[config.mk]
export PLATFORM = sky130hd
export DESIGN_NAME = lsu_ctrl
export DESIGN_NICKNAME = d
export VERILOG_FILES = /design/src/rtl/lsu_ctrl_pkg.sv /design/src/rtl/lsu_lane_align.sv /design/src/rtl/lsu_ctrl.sv
export SDC_FILE = /design/constraint.sdc
export NUM_CORES = 1
export LEC_CHECK = 0
export ABC_AREA = 1
export BUFFER_PORTS_ARGS = -buffer_cell sky130_fd_sc_hd__buf_2
export CELL_PAD_IN_SITES_DETAIL_PLACEMENT = 1
export CELL_PAD_IN_SITES_GLOBAL_PLACEMENT = 1
export CORE_UTILIZATION = 38
export DETAILED_ROUTE_END_ITERATION = 16
export MAX_ROUTING_LAYER = met4
export PLACE_DENSITY = 0.79
export SYNTH_ARGS = -nofsm -noshare
export SYNTH_HDL_FRONTEND = slang
export SYNTH_SLANG_ARGS = --single-unit
[constraint.sdc]
create_clock -name clk -period 3.25 [get_ports clk]
set_input_delay 0.8125 -clock clk [delete_from_list [all_inputs] [get_ports clk]]
set_output_delay 0.8125 -clock clk [all_outputs]
set_load 0.01 [all_outputs]
[src/rtl/lsu_ctrl_pkg.sv]
// Shared definitions for the load/store unit: funct3 width codes, sequencer states
// and the access legality/alignment rule used by decode and the sequencer.
package lsu_ctrl_pkg;

   localparam logic [2:0] F3_B  = 3'b000;
   localparam logic [2:0] F3_H  = 3'b001;
   localparam logic [2:0] F3_W  = 3'b010;
   localparam logic [2:0] F3_BU = 3'b100;
   localparam logic [2:0] F3_HU = 3'b101;

   typedef enum logic [2:0] {
      IDLE    = 3'd0,
      CHECK   = 3'd1,
      ISSUE   = 3'd2,
      WAIT_RD = 3'd3,
      RESP    = 3'd4
   } state_e;

   // True when the access must be answered with an error instead of touching memory.
   function automatic logic access_bad(input logic       we,
                                       input logic [2:0] funct3,
                                       input logic [1:0] off);
      logic legal;
      case (funct3)
         F3_B, F3_H, F3_W: legal = 1'b1;
         F3_BU, F3_HU:     legal = !we;
         default:          legal = 1'b0;
      endcase
      return !legal
          || (funct3[1:0] == 2'b01 && off[0])
          || (funct3[1:0] == 2'b10 && off != 2'b00);
   endfunction

endpackage

[src/rtl/lsu_lane_align.sv]
// Byte-lane steering: store byte-enables and replicated write data, and
// load-data extraction with sign/zero extension.
module lsu_lane_align
   import lsu_ctrl_pkg::*;
(
   input  logic [2:0]  i_funct3,
   input  logic [1:0]  i_off,
   input  logic [31:0] i_wdata,
   input  logic [31:0] i_rdata,
   output logic [3:0]  o_wbe,
   output logic [31:0] o_wdata,
   output logic [31:0] o_rdata
);

   logic [7:0]  w_byte;
   logic [15:0] w_half;

   assign w_half = i_off[1] ? i_rdata[31:16] : i_rdata[15:0];

   // NOTE: every output gets a default before the case, so no path can infer a latch.
   always_comb begin
      o_wbe   = '0;
      o_wdata = '0;
      case (i_funct3[1:0])
         2'b00: begin
            o_wbe   = 4'b0001 << i_off;
            o_wdata = {4{i_wdata[7:0]}};
         end
         2'b01: begin
            o_wbe   = 4'b0011 << i_off;
            o_wdata = {2{i_wdata[15:0]}};
         end
         2'b10: begin
            o_wbe   = 4'b1111;
            o_wdata = i_wdata;
         end
         default: ;
      endcase
   end

   always_comb begin
      w_byte = i_rdata[7:0];
      case (i_off)
         2'd1:    w_byte = i_rdata[15:8];
         2'd2:    w_byte = i_rdata[23:16];
         2'd3:    w_byte = i_rdata[31:24];
         default: w_byte = i_rdata[7:0];
      endcase
   end

   always_comb begin
      o_rdata = '0;
      case (i_funct3)
         F3_B:    o_rdata = {{24{w_byte[7]}}, w_byte};
         F3_H:    o_rdata = {{16{w_half[15]}}, w_half};
         F3_W:    o_rdata = i_rdata;
         F3_BU:   o_rdata = {24'h0, w_byte};
         F3_HU:   o_rdata = {16'h0, w_half};
         default: o_rdata = '0;
      endcase
   end

endmodule

[src/rtl/lsu_ctrl.sv]
// Load/store sequencer: accepts one core access at a time, checks it, issues it on the
// shared data-memory port, waits for read data with a timeout, and returns one response.
module lsu_ctrl
   import lsu_ctrl_pkg::*;
#(
   parameter int TIMEOUT_CYCLES = 64,
   parameter int CNT_W          = 7
) (
   input  logic        clk,
   input  logic        rst,
   input  logic        i_req_valid,
   output logic        o_req_ready,
   input  logic        i_req_we,
   input  logic [2:0]  i_req_funct3,
   input  logic [31:0] i_req_addr,
   input  logic [31:0] i_req_wdata,
   output logic        o_mem_req,
   input  logic        i_mem_gnt,
   output logic        o_mem_we,
   output logic [31:0] o_mem_addr,
   output logic [3:0]  o_mem_wbe,
   output logic [31:0] o_mem_wdata,
   input  logic        i_mem_rvalid,
   input  logic [31:0] i_mem_rdata,
   output logic        o_resp_valid,
   output logic        o_resp_err,
   output logic [31:0] o_resp_rdata
);

   localparam logic [CNT_W-1:0] CNT_LAST = CNT_W'(TIMEOUT_CYCLES - 1);

   state_e            r_state;
   logic [CNT_W-1:0]  r_cnt;
   logic              r_we;
   logic [2:0]        r_funct3;
   logic [31:0]       r_addr;
   logic [31:0]       r_wdata;
   logic              r_req_ready;
   logic              r_mem_req;
   logic              r_mem_we;
   logic [31:0]       r_mem_addr;
   logic [3:0]        r_mem_wbe;
   logic [31:0]       r_mem_wdata;
   logic              r_resp_valid;
   logic              r_resp_err;
   logic [31:0]       r_resp_rdata;
   logic              w_accept;
   logic [3:0]        w_wbe;
   logic [31:0]       w_wdata;
   logic [31:0]       w_rdata_ext;

   assign w_accept = i_req_valid && r_req_ready;

   lsu_lane_align u_align (
      .i_funct3 (r_funct3),
      .i_off    (r_addr[1:0]),
      .i_wdata  (r_wdata),
      .i_rdata  (i_mem_rdata),
      .o_wbe    (w_wbe),
      .o_wdata  (w_wdata),
      .o_rdata  (w_rdata_ext)
   );

   // NOTE: capture registers are pure datapath; the FSM never reads them before an accept, so they carry no reset.
   always_ff @(posedge clk) begin
      if (w_accept) begin
         r_we     <= i_req_we;
         r_funct3 <= i_req_funct3;
         r_addr   <= i_req_addr;
         r_wdata  <= i_req_wdata;
      end
   end

   // NOTE: non-blocking assignments only, so every register updates from pre-edge values.
   always_ff @(posedge clk) begin
      if (rst) begin
         r_state      <= IDLE;
         r_cnt        <= '0;
         r_req_ready  <= 1'b1;
         r_mem_req    <= 1'b0;
         r_mem_we     <= 1'b0;
         r_mem_addr   <= '0;
         r_mem_wbe    <= '0;
         r_mem_wdata  <= '0;
         r_resp_valid <= 1'b0;
         r_resp_err   <= 1'b0;
         r_resp_rdata <= '0;
      end else begin
         r_resp_valid <= 1'b0;
         case (r_state)
            IDLE: begin
               if (w_accept) begin
                  r_req_ready <= 1'b0;
                  r_state     <= CHECK;
               end
            end
            CHECK: begin
               if (access_bad(r_we, r_funct3, r_addr[1:0])) begin
                  r_resp_valid <= 1'b1;
                  r_resp_err   <= 1'b1;
                  r_resp_rdata <= '0;
                  r_state      <= RESP;
               end else begin
                  r_mem_req   <= 1'b1;
                  r_mem_we    <= r_we;
                  r_mem_addr  <= {r_addr[31:2], 2'b00};
                  r_mem_wbe   <= r_we ? w_wbe : 4'b0000;
                  r_mem_wdata <= r_we ? w_wdata : 32'h0;
                  r_state     <= ISSUE;
               end
            end
            ISSUE: begin
               if (i_mem_gnt) begin
                  r_mem_req   <= 1'b0;
                  r_mem_we    <= 1'b0;
                  r_mem_addr  <= '0;
                  r_mem_wbe   <= '0;
                  r_mem_wdata <= '0;
                  if (r_mem_we) begin
                     r_resp_valid <= 1'b1;
                     r_resp_err   <= 1'b0;
                     r_resp_rdata <= '0;
                     r_state      <= RESP;
                  end else begin
                     r_cnt   <= '0;
                     r_state <= WAIT_RD;
                  end
               end
            end
            WAIT_RD: begin
               // Read data arriving on the timeout cycle still wins.
               if (i_mem_rvalid) begin
                  r_resp_valid <= 1'b1;
                  r_resp_err   <= 1'b0;
                  r_resp_rdata <= w_rdata_ext;
                  r_state      <= RESP;
               end else if (r_cnt == CNT_LAST) begin
                  r_resp_valid <= 1'b1;
                  r_resp_err   <= 1'b1;
                  r_resp_rdata <= '0;
                  r_state      <= RESP;
               end else begin
                  r_cnt <= r_cnt + 1'b1;
               end
            end
            RESP: begin
               r_resp_err   <= 1'b0;
               r_resp_rdata <= '0;
               r_req_ready  <= 1'b1;
               r_state      <= IDLE;
            end
            default: r_state <= IDLE;
         endcase
      end
   end

   assign o_req_ready  = r_req_ready;
   assign o_mem_req    = r_mem_req;
   assign o_mem_we     = r_mem_we;
   assign o_mem_addr   = r_mem_addr;
   assign o_mem_wbe    = r_mem_wbe;
   assign o_mem_wdata  = r_mem_wdata;
   assign o_resp_valid = r_resp_valid;
   assign o_resp_err   = r_resp_err;
   assign o_resp_rdata = r_resp_rdata;

endmodule

== Yosys cells after proc, flatten, opt, wreduce, memory -nomap -nowiden ==
Index checks and enable logic that the tools add are counted.
Storage, ports and cells
  bits in registers: 183
  input port bits: 105
  output and inout bits: 105
  logic and storage cells: 118
Cells by class
  add/sub/neg operators: 1
  equal/unequal tests: 23
  shift-type cells: 2
  multiplexer cells: 55
  reductions and logical operators: 22
Operators with widths (count)
  $mux W32: 9
  $pmux W32 S5: 1
  $pmux W32 S2: 2
  $pmux W32 S4: 1
  $pmux W32 S3: 1
  $mux W7: 4
  $pmux W8 S3: 1
  $mux W3: 6
  $mux W1: 16
  $mux W16: 1
  $ne A2 B2 Y1 const B: 8
  $pmux W7 S2: 1
  $mux W4: 3
  $pmux W3 S4: 1
  $pmux W4 S3: 1
  $reduce_and A5 Y1: 2
  $eq A3 B2 Y1 const B: 3
  $eq A3 B3 Y1 const B: 3
  $pmux W1 S2: 4
  $pmux W4 S2: 1
  $reduce_bool A2 Y1: 4
  $add A7 B1 Y7 const B: 1
  $eq A7 B6 Y1 const B: 1
  $eq A2 B2 Y1 const B: 3
  other kinds (17): 25

== Logic depth before layout (Yosys ltp) ==
  word-level depth: 10
  depth in mapped cells: 11
  depth with buffers taken out: 10

== Hierarchy ==
From an unflattened synthesis, not the netlist that was laid out.
Second synthesis, totals
  cell total of the unflattened synthesis: 1063
  area, all modules: 8035.2 µm²
By module, submodules not included
  lsu_ctrl: instances 1, cells each 744, area each 6720.2 µm², sequential area each 4304.1 µm²
  lsu_lane_align: instances 1, cells each 319, area each 1315.0 µm², sequential area each 0.0 µm²

== Least setup slack after synthesis ==
OpenSTA, ideal clock, no wires.
  path kind: input -> register
  start point: input i_req_valid
  end point: register r_addr[0], enable pin
  setup time: 0.422 ns
  data arrival time: 2.205 ns
  required time: 2.828 ns
  path slack: 0.623 ns
  stages: 2
  path buffers: 0
  path through: nand2_1 -> inv_1
Between the ends
  longest elaborated chain between the ends: 1
RTL lines
  start, declared: RTL line lsu_ctrl.sv:11  | input logic i_req_valid,
  $logic_and A1 B1 Y1: RTL line lsu_ctrl.sv:52  | assign w_accept = i_req_valid && r_req_ready;
  via w_accept: RTL line lsu_ctrl.sv:47  | logic w_accept;
  end signal, assigned: RTL line lsu_ctrl.sv:69  | r_addr <= i_req_addr;
  end, declared: RTL line lsu_ctrl.sv:36  | logic [31:0] r_addr;
The timed path passes the listed nets, and every way through them passes these cells.
A chain may end at the register's enable or synchronous reset.

== Worst setup path in the final report ==
  start point: register r_addr[1]
  end point: register r_mem_wbe[2], in the netlist o_mem_wbe[2]
Between the ends
  longest elaborated chain between the ends: 5
  elaborated cells on any way between the ends: 11
  classes of those cells: eq/ne: 1; shift: 2; mux: 4; reduce/logical: 4
RTL lines
  $shl A2 B2 Y4, or another cell as far along: RTL line lsu_lane_align.sv:30  | o_wbe = 4'b0011 << i_off;
  $pmux W4 S3 / $logic_and A1 B1 Y1 (equally long branches): RTL line lsu_lane_align.sv:24, lsu_ctrl_pkg.sv:31
  $mux W4 / $logic_or A1 B1 Y1 (equally long branches): RTL line lsu_ctrl.sv:107, lsu_ctrl_pkg.sv:31
  $mux W4 / $ne A2 B2 Y1 (equally long branches)
  $pmux W4 S2 / $reduce_and A3 Y1 (equally long branches)
  end signal, assigned: RTL line lsu_ctrl.sv:107  | r_mem_wbe <= r_we ? w_wbe : 4'b0000;
  end, declared: RTL line lsu_ctrl.sv:42  | logic [3:0] r_mem_wbe;
Parallel ways exist; a longest one is shown, timed or not. The select of a mux whose other input is x is not followed.

==> results <==
- The library cell used most frequently in the layout, excluding fill and tap cells, is nand2_1.
- The tool flagged a number of max-cap violations equal to 0.
- The highest metal layer carrying signal wires in the routed design is met4.
- The number of flip-flops and latches in the synthesized netlist is 181.
- The required time of the critical path is 3600 ps.
- The fraction of layout cells with a size suffix above 1 is 23.73%.
- The post-cts resize count is 0.
- The cell that appears most often on the critical path is nand2_1.
- The worst min-delay path class is flop to flop.
- The type of element capturing the critical path is a flop.
- Entering global routing, the biggest net connects 60 pins.
- At the pin with the least slew margin, the transition time is 903.7 ps.
- The iteration-0 DRC count of the detailed router is just under 400.
- The latest clock arrival within the worst-skew pair is between 400 and 500 ps.
- The initial antenna violation count is 2.
- Adding up every negative setup slack in the final design gives 0 ps.
- Wires add up to between 20,000 and 25,000 um.
- Setup violations remaining at the end of the flow were counted as 0.
- The congestion estimate from routability-driven global placement came to 0.8659.
- Setup repair after global routing left no endpoint under its margin.
- Sequential cells were found to cover about 57% of the synthesized design area.
- The clock skew is 17.23 ps.
- The routed design uses 1104 um of met3 wire.
- The type of element launching the critical path is a flop.
- The number of primary I/O pins is 210.
- The launch instance of the worst register-to-register path is r_addr[1].
- The setup fix buffers added after clock tree synthesis is 0.
- The floorplan die area is 20,380 sq um.
- The number of clock buffers added by TritonCTS is 17.
- The run finished with clean final reports.
- The remaining global-route overflow is 0.
- The final standard cell utilization of the core is 48.37%.
- The count of endpoints failing hold in the final timing report is 0.
- The detail route stage leaves a number of antenna-violating nets equal to 0.
- Data arrives at the worst endpoint at 2760 ps.
- Dividing the detail-routed via count by the number of cells gives 4.933.
- The tree is rooted in a clkbuf_16.
- The synthesized netlist cell count is 902.
- The average wire per standard cell is 16.26 um.
- The core footprint is about 19,000 sq um.
- The global-route total usage across every layer is 23.47%.
- Measured against its own limit, the worst slew margin works out to 39.61%.
- In this run, placement finished with an instance count of 1,337.
- The largest fanout of any net on the critical path is 37.
- The share of the cycle needed by the critical path after routing is 74.01%.
- The average instance area after synthesis is 8.346 sq um.
- The maximum number of buffers from clock root to sink is 2.
- After the last flow step, the layout net total stands at ~1,200.
- The detailed-route via count is roughly 6,800.
- The height of the die is 142.8 um.
- The wire length of the first global-routing pass is 35,630 um.
- Port buffering added 207 buffers.
- The leakage power is a little over 0.004 uW.
- TritonCTS built the clock tree.
- The number of buffers inserted for hold repair after clock tree synthesis is 0.
- After the flow finishes, the layout carries non-filler instances totaling 1,371.
- The final routed DRC violation total is 0.
- The via count of the first global-routing pass is 6,841.
- The area growth from synthesis to layout is 25.05%.
- The number of iterations in the first detailed-routing pass is 5.
- The number of clock sinks seen by CTS is 181.
- Subtracting the final worst setup slack from the clock period gives 2405 ps.
- Walking the worst path, the cells encountered are buf_4, inv_2, nand2_1, nand2_1, nand3_2, nor2_4, o21ai_0, a21oi_1.
- The count of yosys warnings during synthesis is 0.
- In the final routing, the length of wire on met1 measures 9828 um.
- Synthesis instantiated 29 different standard cells from the library.
- The die boundary width is between 100 and 150 um.
- Once detailed placement completed, the half-perimeter wirelength came to 15,640 um.
- After synthesis the cells add up to 7528 sq um.
- The max-slew violation total from the final report came to 0.
- The most critical setup path has its startpoint at r_addr[1].
- The worst setup path is of the flop to flop kind.
- In this run the most critical hold path is launched from o_mem_wdata[18].
- The number of levels in the clock H-tree is 4.
- The cell with the biggest individual delay on the critical path is nor2_4.
- The initial utilization of the core area, before any placement, comes to 38.68%.
- The total power per unit cell area is around 600 nW/um^2.
- Across the VDD grid, the largest voltage drop is ~470 uV.
- The stage delay of the slowest cell on the critical path is 720 ps.
- Timing would allow up to 415.7 MHz.
- The amount of wire on met2 after detailed routing is 11,030 um.
- After floorplanning, the core was divided into 51 placement rows.
- The library cells used most frequently in the layout, excluding fill and tap cells, are 325 x nand2_1, 206 x buf_2, 113 x dfxtp_1, 107 x a21oi_1, 68 x edfxtp_1.
- The clock transition time at the flip-flop clock pins of the worst setup and hold paths is 70 ps.
## path summary, 6_finish.rpt
| kind | cells after the start | end | slack, ps |
|---|---|---|---|
| hold reg to reg | 2 | o_mem_wdata[18] | 460 |
| hold / removal | 2 | o_mem_wdata[18] | 460 |
| setup / recovery | 8 | o_mem_wbe[2] | 840 |
| setup reg to reg | 8 | o_mem_wbe[2] | 840 |
## where the power goes
part | total, uW | internal, uW | switching (uW)
logic | 861 | 265 | 597
clock network | 2140 | 1120 | 1020
registers | 2620 | 2530 | 90.2
## metal layers
metal	up-vias	track usage [%]
met5	-	-
met4	0	7.640
met3	21	4.326
met2	183	38.34
met1	3236	29.33
li1	3323	-
## synthesized netlist by cell type
library cell  count  area share, %
a211oi_1          3           0.30
a21oi_1         107            7.1
a22o_1            8           0.93
buf_2            21            1.4
buf_4             2           0.20
buf_6             3           0.45
clkbuf_1         24            1.2
clkinv_1          1          0.050
conb_1            1          0.050
dfxtp_1         113             30
edfxtp_1         68             27
ha_1              1           0.17
inv_1            59            2.9
inv_2             2           0.10
nand2_1         325             16
nand2_2           1          0.083
nand3_1          54            3.6
nand3_2           1           0.13
nand4_1           1          0.083
nor2_1           44            2.2
nor2_2            3           0.25
nor2_4            1           0.15
nor3b_1           1           0.10
o21a_1            1           0.10
o21ai_0          21            1.4
o21ai_2           1           0.12
o21bai_1         32            3.2
xnor2_1           1           0.12
xor2_1            2           0.23
## registers in the layout, indices dropped and copies added, names as in the netlist, 3 cells and up
name / count
o_mem_addr: 30
o_mem_wbe: 4
o_mem_wdata: 32
o_resp_rdata: 32
r_addr: 32
r_cnt: 7
r_funct3: 3
r_state: 3
r_wdata: 32
## final cells by class
class,count,area [sq um]
fill,2434,10050
sequential,181,4304
multi-input combinational,610,2761
timing repair buffer,219,1154
clock buffer,17,425.4
tap,265,331.6
inverter,62,232.7
clock inverter,15,200.2
antenna,2,5.005
## stage by stage
step,setup WS (ps),total power (uW),instance area [sq um],hold WS (ps)
2_1_floorplan,622.7,3206,7532,449.6
3_3_place_gp,920.0,3521,8783,446.6
3_5_place_dp,860.5,3540,8783,451.1
4_1_cts,822.6,5675,9409,462.6
5_1_grt,618.6,5873,9414,482.0
6_report,844.6,5622,9414,460.3
## worst max-delay path: cells and delay by family, from the launching register on
kind / cells / cell delay (ps)
AO/OA/AOI/OAI: 2 / 390
buffers and inverters: 2 / 460
AND/OR/NAND/NOR: 4 / 1110
flip-flops: 1 / 360
## kinds of logic (layout without fill, tap and decap cells)
group,after synthesis,after routing,share of synthesized area [%]
simple gates,431,431,22.79
flops,181,181,57.17
compound gates,173,173,13.15
buf+inv,112,313,6.332
xor+xnor,3,3,0.3491
fa+ha+maj,1,1,0.1662
other cells,1,4,0.04981
(Power assumes the default switching activity.)
